File: config.mk
export PLATFORM = sky130hd
export DESIGN_NAME = debounced_bcd_counter
export DESIGN_NICKNAME = d
export VERILOG_FILES = /design/src/rtl/debounced_bcd_counter.sv
export SDC_FILE = /design/constraint.sdc
export NUM_CORES = 1
export LEC_CHECK = 0
export ABC_AREA = 1
export CAP_MARGIN = 20
export CORE_ASPECT_RATIO = 1.4
export CORE_MARGIN = 4
export CORE_UTILIZATION = 35
export CTS_CLUSTER_DIAMETER = 200
export CTS_CLUSTER_SIZE = 25
export DETAILED_ROUTE_END_ITERATION = 16
export SYNTH_ARGS = -nofsm -noshare
export SYNTH_HDL_FRONTEND = slang
export SYNTH_SLANG_ARGS = --single-unit
File: constraint.sdc
create_clock -name clk -period 4.2 [get_ports clk]
set_input_delay 0.84 -clock clk [delete_from_list [all_inputs] [get_ports clk]]
set_output_delay 0.84 -clock clk [all_outputs]
set_load 0.005 [all_outputs]
File: src/rtl/debounced_bcd_counter.sv
// debounced_bcd_counter: debounced inc/dec/clr buttons with hold-to-repeat
// drive a DIGITS-wide BCD counter shown on a muxed active-low 7-seg display.
// Ports: clk, rst_n (async, active-low), btn_inc/btn_dec/btn_clr (raw),
//   count_bcd (digit k at [4k+3:4k]), wrap (pulse), seg {g..a}, an (one-hot low).
module debounced_bcd_counter #(
  parameter int DIGITS          = 4,
  parameter int DEBOUNCE_CYCLES = 1000000,
  parameter int REFRESH_CYCLES  = 100000,
  parameter int REPEAT_DELAY    = 50000000,
  parameter int REPEAT_RATE     = 10000000,
  parameter int BLANK_LEADING   = 1
) (
  input  logic                  clk,
  input  logic                  rst_n,
  input  logic                  btn_inc,
  input  logic                  btn_dec,
  input  logic                  btn_clr,
  output logic [4*DIGITS-1:0]   count_bcd,
  output logic                  wrap,
  output logic [6:0]            seg,
  output logic [DIGITS-1:0]     an
);

  localparam int DW   = (DEBOUNCE_CYCLES > 1) ? $clog2(DEBOUNCE_CYCLES) : 1;
  localparam int RMAX = (REPEAT_DELAY > REPEAT_RATE) ? REPEAT_DELAY : REPEAT_RATE;
  localparam int HW   = (RMAX > 0) ? $clog2(RMAX + 1) : 1;
  localparam int FW   = (REFRESH_CYCLES > 1) ? $clog2(REFRESH_CYCLES) : 1;
  localparam int IW   = (DIGITS > 1) ? $clog2(DIGITS) : 1;

  // bit 0 = inc, 1 = dec, 2 = clr
  logic [2:0]    btn_raw;
  logic [2:0]    sync1, sync2;
  logic [2:0]    acc, acc_q, press;
  logic [DW-1:0] db_cnt [3];
  logic [HW-1:0] hold [2];
  logic [1:0]    rpt, fire;

  assign btn_raw = {btn_clr, btn_dec, btn_inc};
  assign press   = acc & ~acc_q;

  always_ff @(posedge clk or negedge rst_n) begin
    if (!rst_n) begin
      sync1 <= '0;
      sync2 <= '0;
      acc   <= '0;
      acc_q <= '0;
      for (int b = 0; b < 3; b++) db_cnt[b] <= '0;
    end else begin
      sync1 <= btn_raw;
      sync2 <= sync1;
      acc_q <= acc;
      for (int b = 0; b < 3; b++) begin
        if (sync2[b] == acc[b]) begin
          db_cnt[b] <= '0;
        end else if (db_cnt[b] == DW'(DEBOUNCE_CYCLES - 1)) begin
          acc[b]    <= sync2[b];
          db_cnt[b] <= '0;
        end else begin
          db_cnt[b] <= db_cnt[b] + 1'b1;
        end
      end
    end
  end

  // hold counts cycles since the last press/repeat event; rpt selects the
  // initial delay or the steady repeat interval
  always_comb begin
    fire = '0;
    for (int b = 0; b < 2; b++) begin
      if (REPEAT_DELAY > 0 && acc[b]) begin
        if (rpt[b]) fire[b] = (hold[b] == HW'(REPEAT_RATE));
        else        fire[b] = (hold[b] == HW'(REPEAT_DELAY));
      end
    end
  end

  always_ff @(posedge clk or negedge rst_n) begin
    if (!rst_n) begin
      rpt <= '0;
      for (int b = 0; b < 2; b++) hold[b] <= '0;
    end else begin
      for (int b = 0; b < 2; b++) begin
        if (!acc[b]) begin
          hold[b] <= '0;
          rpt[b]  <= 1'b0;
        end else if (REPEAT_DELAY > 0) begin
          if (fire[b]) begin
            hold[b] <= HW'(1);
            rpt[b]  <= 1'b1;
          end else begin
            hold[b] <= hold[b] + 1'b1;
          end
        end
      end
    end
  end

  logic                inc_ev, dec_ev, clr_ev;
  logic [4*DIGITS-1:0] inc_val, dec_val, cnt_next;
  logic                cy, bw, wrap_next;

  assign inc_ev = press[0] | fire[0];
  assign dec_ev = press[1] | fire[1];
  assign clr_ev = press[2];

  always_comb begin
    inc_val = count_bcd;
    dec_val = count_bcd;
    cy      = 1'b1;
    bw      = 1'b1;
    for (int k = 0; k < DIGITS; k++) begin
      if (cy) begin
        if (count_bcd[4*k +: 4] == 4'd9) begin
          inc_val[4*k +: 4] = 4'd0;
        end else begin
          inc_val[4*k +: 4] = count_bcd[4*k +: 4] + 4'd1;
          cy = 1'b0;
        end
      end
      if (bw) begin
        if (count_bcd[4*k +: 4] == 4'd0) begin
          dec_val[4*k +: 4] = 4'd9;
        end else begin
          dec_val[4*k +: 4] = count_bcd[4*k +: 4] - 4'd1;
          bw = 1'b0;
        end
      end
    end
  end

  always_comb begin
    cnt_next  = count_bcd;
    wrap_next = 1'b0;
    unique case (1'b1)
      clr_ev: cnt_next = '0;
      (!clr_ev && inc_ev && !dec_ev): begin
        cnt_next  = inc_val;
        wrap_next = cy;
      end
      (!clr_ev && dec_ev && !inc_ev): begin
        cnt_next  = dec_val;
        wrap_next = bw;
      end
      default: ;
    endcase
  end

  always_ff @(posedge clk or negedge rst_n) begin
    if (!rst_n) begin
      count_bcd <= '0;
      wrap      <= 1'b0;
    end else begin
      count_bcd <= cnt_next;
      wrap      <= wrap_next;
    end
  end

  logic [FW-1:0]     rc;
  logic [IW-1:0]     idx, idx_next;
  logic [DIGITS-1:0] lit, an_next;
  logic              nz, blank;
  logic [3:0]        cur;
  logic [6:0]        seg_next;

  always_comb begin
    idx_next = idx;
    if (rc == FW'(REFRESH_CYCLES - 1)) begin
      idx_next = (idx == IW'(DIGITS - 1)) ? '0 : idx + 1'b1;
    end
  end

  // a digit is lit if it or any more significant digit is non-zero
  always_comb begin
    lit = '0;
    nz  = 1'b0;
    for (int k = DIGITS - 1; k >= 0; k--) begin
      nz     = nz | (count_bcd[4*k +: 4] != 4'd0);
      lit[k] = nz || (k == 0) || (BLANK_LEADING == 0);
    end
  end

  always_comb begin
    cur     = 4'd0;
    blank   = 1'b0;
    an_next = '1;
    for (int k = 0; k < DIGITS; k++) begin
      if (idx_next == IW'(k)) begin
        cur        = count_bcd[4*k +: 4];
        blank      = !lit[k];
        an_next[k] = 1'b0;
      end
    end
  end

  always_comb begin
    case (cur)
      4'd0:    seg_next = 7'b1000000;
      4'd1:    seg_next = 7'b1111001;
      4'd2:    seg_next = 7'b0100100;
      4'd3:    seg_next = 7'b0110000;
      4'd4:    seg_next = 7'b0011001;
      4'd5:    seg_next = 7'b0010010;
      4'd6:    seg_next = 7'b0000010;
      4'd7:    seg_next = 7'b1111000;
      4'd8:    seg_next = 7'b0000000;
      4'd9:    seg_next = 7'b0010000;
      default: seg_next = 7'b1111111;
    endcase
    if (blank) seg_next = 7'b1111111;
  end

  always_ff @(posedge clk or negedge rst_n) begin
    if (!rst_n) begin
      rc  <= '0;
      idx <= '0;
      an  <= ~DIGITS'(1);
      seg <= 7'b1000000;
    end else begin
      rc  <= (rc == FW'(REFRESH_CYCLES - 1)) ? '0 : rc + 1'b1;
      idx <= idx_next;
      an  <= an_next;
      seg <= seg_next;
    end
  end

endmodule

# Word level (Yosys, flattened, before mapping)
# Memory sizes are Yosys's and may differ from the RTL's.
# Cells that the tools add are included.
# classes
add_sub_neg,15
n_eq_ne,27
muxes,63
bitwise,9
reduce_logical,25
# ops
operator,count
$mux 20,6
$mux 26,4
$mux 4,18
$add 20x1->20 const B,3
$eq 20x20->1 const B,3
$add 26x1->26 const B,2
$eq 26x24->1 const B,2
$eq 26x26->1 const B,2
$pmux 16 s3,1
$mux 1,29
$add 17x1->17 const B,1
$eq 17x17->1 const B,1
$mux 17,1
$add 4x1->4 const B,4
$eq 4x4->1 const B,4
$logic_not 4->1,4
$sub 4x1->4 const B,4
$ne 2x2->1 const B,6
$reduce_bool 4->1,3
$reduce_and 3->1,3
$mux 7,1
$eq 2x2->1 const B,3
$logic_not 1->1,6
$reduce_and 2->1,3
13 further kinds,25
# word_totals
regBits,173
romBits,112
input_bits,5
out_inout_bits,28
wordCells,162
n_memories,1
# memory_table
memory,words,width,rd,rd_clocked_by_memory_dff,write_ports,line,rtl
(no name shown),16,7,1,0,0,196,case (cur)

# Logic depth before layout (Yosys ltp)
# An unclocked memory read counts as a cell.
# logic_depth
word_depth,10
mapped_depth,16
mapped_depth_nobuf,16

# Worst setup path after synthesis
# Ideal clock, no wire load.
# synth_path
path_type,reg-to-reg
startpoint,register rc[0]
endpoint,register seg[3]
setup_time_ns,0.065
t_arrival_ns,1.920
t_required_ns,4.135
setup_slack_ns,2.215
stages_incl_launch_ff,14
path_buffers,0
synth_period_minus_slack_ns,1.985
path_cell_list,dfrtp_1 -> ha_1 -> nand2_2 -> nor2_8 -> nand3_4 -> nor2_4 -> nand3_2 -> nand2_4 -> nand3_1 -> nand4_1 -> ha_1 -> nand2_1 -> nand3_1 -> nand2_1
# synth_between
elab_chain_cells,9
elab_cells_between_ends,15
classes_between,eq/ne: 4; mux: 9; reduce/logical: 1; memory: 1
# synth_lines
item,line,rtl
"start, declared",158,logic [FW-1:0] rc;
"start signal, assigned",219,rc <= (rc == FW'(REFRESH_CYCLES - 1)) ? '0 : rc + 1'b1;
$eq 17x17->1 (*),167,if (rc == FW'(REFRESH_CYCLES - 1)) begin
$mux 2 (*),167,
$logic_not 2->1,187,if (idx_next == IW'(k)) begin
$mux 4 (4 in a row),187,
$mem_v2 16x7,--,
$mux 7 (*),209,if (blank) seg_next = 7'b1111111;
named net seg_next[3],163,logic [6:0] seg_next;
"end signal, assigned",222,seg <= seg_next;
"end, declared",20,"output logic [6:0] seg,"
# Mark *: on every way through the listed nets, which the timed path passes. The rest lies on a longest branch.
# A chain may end at the register's enable or synchronous reset.

# Worst setup path after layout
# layout_path
startpoint,register count_bcd[3]
endpoint,output count_bcd[3]
# layout_lines
item,line,rtl
"start, declared",18,"output logic [4*DIGITS-1:0] count_bcd,"
"start signal, assigned",153,count_bcd <= cnt_next;
# No word-level cell between the ends.

==> metrics <==
number of synthesis warnings 0; gpl congestion 0.843; Worst Path Arrival roughly 1.6 ns; Max Slew Vio Count 0; Pleak 4.96 nW; Die Wd between 100 and 150 um; synthesized area per cell slightly above 8 um^2; die area 30200 um^2; gr ovfl total 0; Std-Cell Rows 71; antenna-violating nets left 0; Synth-to-Final Area Change 14.5%; crit-path cells clkdlybuf4s50_1; num ports 33; Starting Density 35.6%; Final setup viols 0; register area 4330 um^2; Worst path slowest cell clkdlybuf4s50_1; Synthesized Nets between 1000 and 1500; Root Buffer clkbuf_16; endpoints failing hold 0; placed cell areas roughly 10000 um^2; final cycle utilization of the critical path roughly three fifths; Worst Reg-to-Reg Cells 13; slowest stage delay, CP ~0.6 ns; WP buf/inv 1; DR pass1 iterations 7; CP Class reg2out; Max Root-Sink Buffers 2; Chip Height between 200 and 250 um; critical path depth in cells 1; max-cap violations 0; number of H-tree levels 4; required time of the critical path 3.36 ns; vias in the first global route 7958; Seq cells post-synth 173; placed cells 1579; setup repair bufs after CTS 0; IO Port Bufs 32; Primary FF master, synth dfrtp_1; hold buffers post-CTS 0; post-synthesis sequential area ratio roughly 45%; Post-synth EDFFs 0; RSZ-0062 raised after global routing false; initial antenna violation count 0; outcome complete, no violations; Crit path max-delay family buffers and inverters; Critical Path Start Type flip-flop; PnR worst setup slack 1.76 ns; Hold Crit Class reg2reg; CTS buffer count 17; hold path cells 0; First DRT Iteration DRCs 434; fin nets around 1300; Final Cell Area 11000 um^2; crit-path max FO 7; layout cells sized above 1 8.67%; clock sink count between 150 and 200; Post-DP HPWL ~15000 um; drt wl/cell roughly 13 um; largest net degree at the start of global routing 102; VDD IR-drop max ~0.28 mV; DRC violations left 0; Fill cells 2736; first-pass GRT wire length 36600 um; via count 7838; post-synth top area cell dfrtp_1; CTS resizes 0; Synth area leaders dfrtp_1 44%, nand2_1 7.9%, nor2_1 6.5%; DP Worst Slack 1.94 ns; Clock transition at path regs about 0.070 ns; Min Clock Period, post-route 2.44 ns; Total Routing Usage GR between 10% and 20%; CTS tree yes; Worst-Skew Late Latency between 0.4 and 0.5 ns; Post-synth ARST share between 90% and 100%; synth unique cells 48; crit end category primary output; area share of the largest cell type after synthesis 44.0%; number of diodes 0; Slew @ Worst Pin 0.848 ns; maximum clock rate 0.410 GHz; DR vias/cell around 4.9; setup TNS 0 ns; Rel. slew slack 43.5%; skew final 0.00948 ns; Mapped Cells around 1200; Final Core Density 40.7%; cell area power density 316 nW/um^2; footprint of the multi-input gates 4600 um^2; Synth Cell Area 9610 um^2; detailed-route wire length about 21000 um; area of the core 27000 um^2; Layout Cells excl Fill 1611
[layout by cell type, fill, tap and decap left out, types with 5 or more instances in the layout]
cell type        instances
nor2_4                   7
nand3_2                 12
nand3_1                110
o21ai_0                 36
nand2_1                203
nand4_1                 35
inv_2                    8
xor2_1                  35
a31oi_1                  5
o21a_1                   5
nand2_4                  7
dfrtp_1                169
nor3b_1                 14
clkdlybuf4s50_1         31
inv_1                  153
nor2_1                 167
xnor2_1                 14
ha_1                    24
nand2_2                 11
nor3_1                  53
nor4_1                  14
clkbuf_16               17
o211ai_1                 6
a21oi_1                 49
[metrics by stage]
| step | hold slack [ns] | total power (W) |
|---|---|---|
| floorplan | 0.331 | 0.00173 |
| global placement | 0.340 | 0.00178 |
| detailed placement | 0.341 | 0.00178 |
| CTS | 0.358 | 0.00353 |
| global route | 0.361 | 0.00361 |
| finish | 0.355 | 0.00348 |
[synth_stat cells, types with 7 or more instances]
master and number:
a21oi_1 49, nor2_4 7, nor2_1 167, nor3_1 53
nor4_1 14, nand2_4 7, xnor2_1 14, nand3_2 12
nand2_2 11, inv_2 8, nor3b_1 14, o21ai_0 36
dfrtp_1 169, inv_1 153, ha_1 24, xor2_1 35
nand2_1 203, nand4_1 35, nand3_1 110
[report_power, final]
part	total (W)	switching, W	internal, W
Sequential	0.00168	0.00000611	0.00168
Clock	0.00173	0.000725	0.00101
Combinational	0.0000638	0.0000499	0.0000139
[state kept, by name (all words and copies together), names as in the netlist]
signal / cells
acc_q: 3
hold: 52
seg: 7
rpt: 2
an: 4
acc: 3
count_bcd: 16
db_cnt: 60
wrap: 1
sync2: 3
idx: 2
rc: 17
sync1: 3
[per-layer routing]
metal / global-route usage (%) / up-vias / wire, um
met1: 17.1 / 3708 / 9040
li1: - / 3985 / -
met3: 2.75 / 46 / 516
met2: 26.2 / 99 / 10800
met4: 5.94 / 0 / 578
met5: 0 / - / 0
[path summary, 6_finish.rpt]
| kind | startpoint | endpoint | slack (ns) |
|---|---|---|---|
| worst max-delay path | count_bcd[3] | count_bcd[3] | 1.76 |
| worst min-delay path | sync1[2] | sync2[2] | 0.35 |
| worst max register to register | rc[7] | seg[3] | 1.95 |
| worst min register to register | sync1[2] | sync2[2] | 0.35 |
| max in group asynchronous | rst_n | seg[6] | 2.80 |
| min in group asynchronous | rst_n | rc[10] | 0.47 |
[layout make-up]
cell class / count / share of cell area, %
multi-input combinational: 840 / 41.8
sequential: 173 / 39.4
inverter: 165 / 5.64
tap: 365 / 4.15
clock buffer: 17 / 3.87
timing repair buffer: 36 / 3.22
clock inverter: 15 / 1.93
[logic make-up after synthesis]
group           share of synthesized area, %
compound gates                          6.50
mux                                    0.234
fa+ha+maj                               3.13
buf+inv                                 7.03
simple gates                            33.5
flops                                   45.1
xor+xnor                                4.47
No activity file was read; power rests on OpenSTA's default activity.
